==> config.mk <==
export PLATFORM = sky130hd
export DESIGN_NAME = dec_trigger_seq
export DESIGN_NICKNAME = d
export VERILOG_FILES = /design/src/rtl/swerv_types.sv /design/src/rtl/rvmaskandmatch.sv /design/src/rtl/dec_trigger_seq.sv
export SDC_FILE = /design/constraint.sdc
export NUM_CORES = 1
export LEC_CHECK = 0
export ABC_AREA = 1
export CAP_MARGIN = 20
export CORE_UTILIZATION = 35
export DETAILED_ROUTE_END_ITERATION = 12
export GPL_TIMING_DRIVEN = 0
export PLACE_DENSITY_LB_ADDON = 0.1
export SLEW_MARGIN = 40
export SYNTH_ARGS = -nofsm -noshare
export SYNTH_HDL_FRONTEND = slang
export SYNTH_SLANG_ARGS = --single-unit
==> constraint.sdc <==
create_clock -name clk -period 6.7 [get_ports clk]
set_input_delay 1.005 -clock clk [delete_from_list [all_inputs] [get_ports clk]]
set_output_delay 1.005 -clock clk [all_outputs]
set_load 0.01 [all_outputs]
==> src/rtl/swerv_types.sv <==
// Shared trigger types and defaults for the decode-stage trigger logic.
package swerv_types;

  localparam int unsigned TRIG_NUM_DEFAULT   = 4;
  localparam int unsigned TRIG_CNT_W_DEFAULT = 8;

  typedef struct packed {
    logic        select;   // 1 = data address/value trigger, 0 = instruction address
    logic        match;    // 1 = masked (trailing-ones) compare, 0 = exact
    logic        execute;
    logic        m;
    logic [31:0] tdata2;
  } trigger_pkt_t;

endpackage

==> src/rtl/rvmaskandmatch.sv <==
// Masked compare: with masken_i set, the run of trailing ones in mask_i is don't-care;
// every other bit must equal data_i exactly.
module rvmaskandmatch #(
  parameter int unsigned WIDTH = 32
) (
  input  logic [WIDTH-1:0] mask_i,
  input  logic [WIDTH-1:0] data_i,
  input  logic             masken_i,
  output logic             match_o
);

  logic [WIDTH-1:0] dont_care;
  logic             run;

  always_comb begin
    run       = masken_i;
    dont_care = '0;
    for (int i = 0; i < WIDTH; i++) begin
      run          = run & mask_i[i];
      dont_care[i] = run;
    end
  end

  assign match_o = &(dont_care | ~(mask_i ^ data_i));

endmodule

==> src/rtl/dec_trigger_seq.sv <==
// Decode-stage execute-trigger matcher with per-trigger hit counters and optional
// pairwise chaining (enabled by defining RV_TRIG_CHAIN_EN).
module dec_trigger_seq
  import swerv_types::*;
#(
  parameter int unsigned NUM_TRIG  = TRIG_NUM_DEFAULT,
  parameter int unsigned NUM_LANES = 2,
  parameter int unsigned CNT_W     = TRIG_CNT_W_DEFAULT
) (
  input  logic                                 clk,
  input  logic                                 rst_l,
  input  trigger_pkt_t [NUM_TRIG-1:0]          trigger_pkt_any,
  input  logic [NUM_TRIG-1:0]                  trig_chain,
  input  logic [NUM_TRIG-1:0]                  trig_cnt_wr,
  input  logic [CNT_W-1:0]                     trig_cnt_wdata,
  input  logic [NUM_LANES-1:0][30:0]           dec_pc_d,
  input  logic [NUM_LANES-1:0]                 dec_valid_d,
  input  logic                                 dec_flush,
  output logic [NUM_LANES-1:0][NUM_TRIG-1:0]   dec_trigger_match_e1,
  output logic [NUM_TRIG-1:0][CNT_W-1:0]       trig_cnt
);

  logic [NUM_LANES-1:0][NUM_TRIG-1:0] pc_match, raw_hit, qual_hit, report, match_q;
  logic [NUM_TRIG-1:0][CNT_W-1:0]     cnt_q, cnt_d;
  logic [NUM_TRIG-1:0]                any_raw;
  logic                               unused_chain;

  // Odd chain bits (and all of them when chaining is compiled out) carry no meaning.
  assign unused_chain = ^trig_chain;

  for (genvar l = 0; l < NUM_LANES; l++) begin : g_lane
    for (genvar t = 0; t < NUM_TRIG; t++) begin : g_trig
      rvmaskandmatch #(
        .WIDTH(32)
      ) u_maskmatch (
        .mask_i  (trigger_pkt_any[t].tdata2),
        .data_i  ({dec_pc_d[l], trigger_pkt_any[t].tdata2[0]}),
        .masken_i(trigger_pkt_any[t].match),
        .match_o (pc_match[l][t])
      );
      assign raw_hit[l][t] = dec_valid_d[l] & trigger_pkt_any[t].execute &
                             trigger_pkt_any[t].m & ~trigger_pkt_any[t].select & pc_match[l][t];
    end
  end

  // A nonzero counter swallows the hit and counts down; only a zero counter lets hits through.
  always_comb begin
    any_raw  = '0;
    cnt_d    = cnt_q;
    qual_hit = '0;
    for (int t = 0; t < NUM_TRIG; t++) begin
      for (int l = 0; l < NUM_LANES; l++) begin
        any_raw[t] = any_raw[t] | raw_hit[l][t];
      end
      if (trig_cnt_wr[t]) begin
        cnt_d[t] = trig_cnt_wdata;
      end else if (cnt_q[t] != '0) begin
        if (any_raw[t] && !dec_flush) begin
          cnt_d[t] = cnt_q[t] - CNT_W'(1);
        end
      end else begin
        for (int l = 0; l < NUM_LANES; l++) begin
          qual_hit[l][t] = raw_hit[l][t] & ~dec_flush;
        end
      end
    end
  end

`ifdef RV_TRIG_CHAIN_EN
  logic [NUM_TRIG-1:0] armed_q, armed_d;
  logic                seen, fire, set;

  // Lane order matters: a same-cycle first-half hit only enables strictly higher lanes.
  always_comb begin
    report  = qual_hit;
    armed_d = armed_q;
    seen    = 1'b0;
    fire    = 1'b0;
    set     = 1'b0;
    for (int i = 0; i + 1 < NUM_TRIG; i += 2) begin
      if (trig_chain[i]) begin
        seen = armed_q[i];
        fire = 1'b0;
        set  = 1'b0;
        for (int l = 0; l < NUM_LANES; l++) begin
          report[l][i]   = 1'b0;
          report[l][i+1] = qual_hit[l][i+1] & seen;
          fire           = fire | report[l][i+1];
          seen           = seen | qual_hit[l][i];
          set            = set | qual_hit[l][i];
        end
        if (fire || dec_flush || trig_cnt_wr[i] || trig_cnt_wr[i+1]) begin
          armed_d[i] = 1'b0;
        end else if (set) begin
          armed_d[i] = 1'b1;
        end
      end else begin
        armed_d[i] = 1'b0;
      end
    end
  end

  always_ff @(posedge clk) begin
    if (!rst_l) begin
      armed_q <= '0;
    end else begin
      armed_q <= armed_d;
    end
  end
`else
  assign report = qual_hit;
`endif

  always_ff @(posedge clk) begin
    if (!rst_l) begin
      match_q <= '0;
      cnt_q   <= '0;
    end else begin
      match_q <= report;
      cnt_q   <= cnt_d;
    end
  end

  assign dec_trigger_match_e1 = match_q;
  assign trig_cnt             = cnt_q;

endmodule

* Word level (Yosys, flattened, before mapping)
Cells that the tools add are included.
** Word-level totals
- Input bits :: 227
- Logic and storage cells :: 263
- Output and inout port bits :: 40
- Register bits after elaboration :: 40
** Operators by class
- Bitwise operators :: 202
- Reductions and logical operators :: 33
- Multiplexer cells :: 12
- $add $sub $neg :: 4
** Operators with widths (number)
- NOT 32 bit :: 8
- bitwise OR 32 bit :: 8
- AND reduction 32 bit :: 8
- bitwise XOR 32 bit :: 8
- AND 1 bit :: 168
- 2-to-1 mux 8 bit :: 12
- nonzero test 8 bit :: 4
- subtractor 8 x 1 -> 8 bit (second input constant) :: 4
- nonzero test 2 bit :: 8
- OR reduction 3 bit :: 4
- AND reduction 2 bit :: 4
- NOT 1 bit :: 6
- logical AND 1 bit :: 4
- bitwise OR 1 bit :: 4
- logical NOT 1 bit :: 1

* Depth between registers and ports, before layout
Gate-level depths: netlist (run 1).
- Word-level depth :: 40
- Depth in mapped cells :: 19
- Depth with buffers taken out :: 18

* By module
A second synthesis (run 1) with hierarchy kept.
** Second synthesis, totals
- Cells, all modules :: 1687
- Area, all modules :: 8847.2 um^2
** Modules (own cells, without submodules)
- rvmaskandmatch :: cells each 157, times used 8, area each 777.0 um^2, seq. area each 0.0 um^2
- dec_trigger_seq :: cells each 431, times used 1, area each 2631.3 um^2, seq. area each 800.8 um^2

* Least setup slack after synthesis (run 1)
No wires, ideal clock.
- Path kind :: input to register
- Start :: in trigger_pkt_any[73] (netlist bit)
- End :: reg cnt_q (netlist bit trig_cnt[18])
- Cell stages on the path :: 17
- Data arrival time :: 2.753 ns
- Library setup time :: 0.115 ns
- Slack :: 3.832 ns
- Path through :: buf_4 > nand2_2 > nor2_4 > nand4_4 > nor2_2 > nand4_2 > nor2_2 > nand4_2 > nor2_2 > nand3_2 > o21ai_0 > nand4_1 > nand3_2 > buf_6 > nand3_1 > nand2_1 > nor2_1
** On the way
- Word-level cells in the longest chain between the ends :: 38
- Elaborated cells on any way between the ends :: 45
- Classes of those cells :: bitwise (40); reduce/logical (5)
** RTL lines
- start: declaration :: RTL line dec_trigger_seq.sv:12 : input trigger_pkt_t [NUM_TRIG-1:0] trigger_pkt_any,
- AND 1 bit (31 in series) :: RTL line rvmaskandmatch.sv:19 : run = run & mask_i[i];
- bitwise OR 32 bit :: RTL line rvmaskandmatch.sv:24 : assign match_o = &(dont_care | ~(mask_i ^ data_i));
- AND reduction 32 bit :: RTL line rvmaskandmatch.sv:24
- AND 1 bit :: RTL line dec_trigger_seq.sv:42 : trigger_pkt_any[t].m & ~trigger_pkt_any[t].select & pc_match[l][t];
- bitwise OR 1 bit * :: RTL line dec_trigger_seq.sv:53 : any_raw[t] = any_raw[t] | raw_hit[l][t];
- logical AND 1 bit * :: RTL line dec_trigger_seq.sv:58 : if (any_raw[t] && !dec_flush) begin
- nonzero test 2 bit (no source line) *
- AND reduction 2 bit (no source line) *
- end signal: assignment :: RTL line dec_trigger_seq.sv:120 : cnt_q <= cnt_d;
- end: declaration :: RTL line dec_trigger_seq.sv:24 : logic [NUM_TRIG-1:0][CNT_W-1:0] cnt_q, cnt_d;
Mark *: on every way between the ends. The rest lies on a longest branch, timed or not.
A chain may end at the register's enable or synchronous reset.

* Worst setup path in the final report (run 1)
- Start :: in dec_pc_d[12] (netlist bit)
- End :: reg cnt_q (netlist bit trig_cnt[21])
** On the way
- Word-level cells in the longest chain between the ends :: 9
** RTL lines
- start: declaration :: RTL line dec_trigger_seq.sv:16 : input logic [NUM_LANES-1:0][30:0] dec_pc_d,
- bitwise XOR 32 bit :: RTL line rvmaskandmatch.sv:24
- NOT 32 bit :: RTL line rvmaskandmatch.sv:24
- bitwise OR 32 bit :: RTL line rvmaskandmatch.sv:24
- AND reduction 32 bit :: RTL line rvmaskandmatch.sv:24
- AND 1 bit :: RTL line dec_trigger_seq.sv:42
- bitwise OR 1 bit :: RTL line dec_trigger_seq.sv:53
- logical AND 1 bit :: RTL line dec_trigger_seq.sv:58
- nonzero test 2 bit (no source line)
- AND reduction 2 bit (no source line)
No other way between the ends.

==> out/qor.yml, run 1 <==
status:
  run_status: "finished, final reports clean"
route:
  routed_wl_um: 38410
  routed_via_density: 5.222
  vias: 10780
  remaining_drc_errors: 0
  drtIter0Drc: 928
  wl_per_cell_um: 18.61
  dr.pass1.iters: 6
  postRouteAntennaNets: 0
power:
  comb_power_share_pct: 56.1
  ir_worst_vdd_mv: 0.1030
  power_frac_seq_pct: 21.9
  leakage_uw: 0.005369
  clockPowerShare_pct: 22.0
  p_per_area_mw_per_mm2: 116.2
  switching_share_pct: 42.03
  intPower_uw: 748.8
  fin_total_pwr_uw: 1292
  power_switching_uw: 542.9
final_layout:
  num_antenna_cells: 0
  final_common_cell: "nand2_1"
  fin_cells: 2064
  fill_cells: 2505
  syn_to_final_growth_pct: 34.39
  layout_common_cells: "nand2_1 (430), inv_1 (244), clkdlybuf4s50_1 (228)"
  drive_gt1_share_pct: 5.825
  fin_nets: 1981
  multi_input_area_sq_mm: 0.006302
  seq_area_sq_um: 800.8
clock_tree:
  cts_max_level: 2
  ctsLongestPathBuffers: 2
  clock_latency_ns: 0.29
  cts_tree: "yes"
  holdBufCountCts: 0
  root_buffer: "clkbuf_16"
  clk_pin_slew_worst_paths_ns: 0.06
  cts_resized: 0
  cts_buffers: 5
  cts.sinks: 40
  post_cts_buffers: 0
setup_path:
  cp.required_ns: 6.88
  slowest_delay_ns: 0.61
  path_max_fanout: 10
  ff2ff_setup_slack_ns: 4.77
  cp_top_family: "simple AND/OR/NAND/NOR gates"
  path_cells: "clkdlybuf4s50_1, inv_1, nor2_1, nor2_1, nand2_1, nor2_1, nand3_1, nor3_1, nand4_1, nor2_1, nand4_1, nor2_1, nand4_1, nand3_2, buf_6, nand3_1, nand2_1, nor2_1"
  start_kind: "primary input"
  path_common_cell: "nor2_1"
  crit_path_end_kind: "register"
  cp.arrival_ns: 4.50
  critPathSlowestCell: "clkdlybuf4s50_1"
  crit_type: "in -> reg"
  crit_buf_inv: 3
grt:
  grt_pass1_wl_um: 57650
  grt_overflow_total: 0
  grt_usage_pct: 31.52
  grt_pass1_vias: 10020
  grt_antenna_before_repair: 0
  grt_start_max_net_pins: 15
timing:
  finalMaxSlewViolations: 0
  rsz0062_at_grt: "no"
  post-route-period-util_pct: 64.42
  clock.fmax_ghz: 0.2317
  fin_crit_ns: 4.316
  setup_viol: 0
  fin_worst_skew_ns: 0.009051
  relSlewSlack_pct: 55.51
  tightestPinTransition_ns: 0.6581
  setup_ws_ns: 2.384
  finalHoldViolCount: 0
  setup_tns_ns: 0
  hold_ws_ns: 0.5319
synthesis:
  syn_nets: 1746
  synth_edf_count: 0
  synth_ff_type: "dfxtp_1"
  synth_seq_cells: 40
  synthCells: 1515
  synth.largest_area_cell: "nand2_1"
  yosys.area.top_type_share_pct: 19.51
  synthTopCellsByArea: "nand2_1 (20%), inv_1 (11%), dfxtp_1 (9.7%), o21ai_0 (7.9%), xnor2_1 (7.7%)"
  synthArstFlopShare_pct: 0
  synthesis.area_sq_mm: 0.008274
  avgSynthCellArea_sq_um: 5.462
  synth_cell_type_count: 50
  yosysSeqAreaShare_pct: 9.678
  yosys_warnings: 0
floorplan:
  dieArea_sq_mm: 0.02426
  initial_utilization_pct: 36.11
  rows: 55
  num_io_pins: 267
  fp.dieW_um: 155.8
  core_sq_mm: 0.02292
  die_h_um: 155.8
min_path:
  hp-class: "reg -> reg"
job:
  maxCapViolCount: 0
place:
  post-dp-hpwl_um: 33020
  post-place-ws_ns: 2.215
  gp_congestion: 1.021
  placedCellCount: 2056
  port_buffers: 228
[cell families (layout without fill, tap and decap cells)]
kind of cell,after synthesis,count (layout),share of synthesized area [%]
xor+xnor,119,119,12.60
fa+ha+maj,4,4,0.6049
mux,12,12,1.452
buf+inv,296,532,14.15
flops,40,40,9.678
simple gates,829,829,47.26
compound gates,215,215,14.26
[layout make-up]
class,instances,share of cell area [%]
Buffer,49,2.194
Clock buffer,5,1.125
Clock inverter,3,0.4163
Inverter,247,8.338
Multi-Input combinational cell,1179,56.68
Sequential cell,40,7.202
Tap cell,313,3.522
Timing Repair Buffer,228,20.52
[flip-flops by register name (all words and copies together), names as in the netlist]
name                  flops
trig_cnt                 32
dec_trigger_match_e1      8
[stage by stage]
stage | util (%) | instance area [sq um]
after CTS | 48.52 | 11120
after floorplan | - | 8274
after global placement | 47.78 | 10950
after global routing | 48.52 | 11120
after detailed placement | 47.78 | 10950
final | 48.52 | 11120
[power groups by stage]
stage	clock network, uW	registers, uW	logic, uW
global placement	0	287	709
detailed placement	0	288	712
CTS	289	282	716
global route	303	285	800
finish	284	282	725
floorplan	0	292	391
[layer usage]
metal	vias to the layer above	track usage, %	wire length (um)
met4	0	5.976	633
met3	36	4.861	3419
met2	517	51.10	16960
met5	-	0	0
met1	4934	44.00	17410
li1	5292	-	-
[synth_stat cells, drive strengths merged, types with 4 or more instances]
master / instances
nand2: 439
inv: 245
nor2: 185
o21ai: 138
nand3: 92
xnor2: 73
nand4: 72
a21oi: 50
xor2: 46
dfxtp: 40
clkbuf: 36
nor3: 26
buf: 13
mux2i: 12
o22ai: 7
nand3b: 5
o211ai: 5
ha: 4
o21bai: 4
o221ai: 4
[final timing paths]
path                     start           end  depth (start not counted)
hold / removal    trig_cnt[29]  trig_cnt[29]                          2
setup reg to reg  trig_cnt[16]  trig_cnt[21]                         11
hold reg to reg   trig_cnt[29]  trig_cnt[29]                          2
setup / recovery  dec_pc_d[12]  trig_cnt[21]                         18
[worst min-delay path, delay by kind of cell (launching register included)]
family,cells,cell delay [ns]
DFF,1,0.33
and+or+nand+nor,1,0.05
AOI/OAI and AO/OA,1,0.11
(Power assumes the default switching activity.)
==> inputs of run 2 (changes only) <==
Clock period 6.7 ns to 4.3 ns, I/O delays scaled along.
==> results of run 2 <==
The final DEF is identical to that of run 1. Status: finished, final reports clean.
Main changes from that run: setup slack after placement 2.215 ns -> 0.1755 ns; setup slack after layout 2.384 ns -> 0.3436 ns; register-to-register setup slack 4.77 ns -> 2.37 ns; total power 1292 uW -> 2013 uW; worst IR drop on VDD 0.1030 mV -> 0.1605 mV
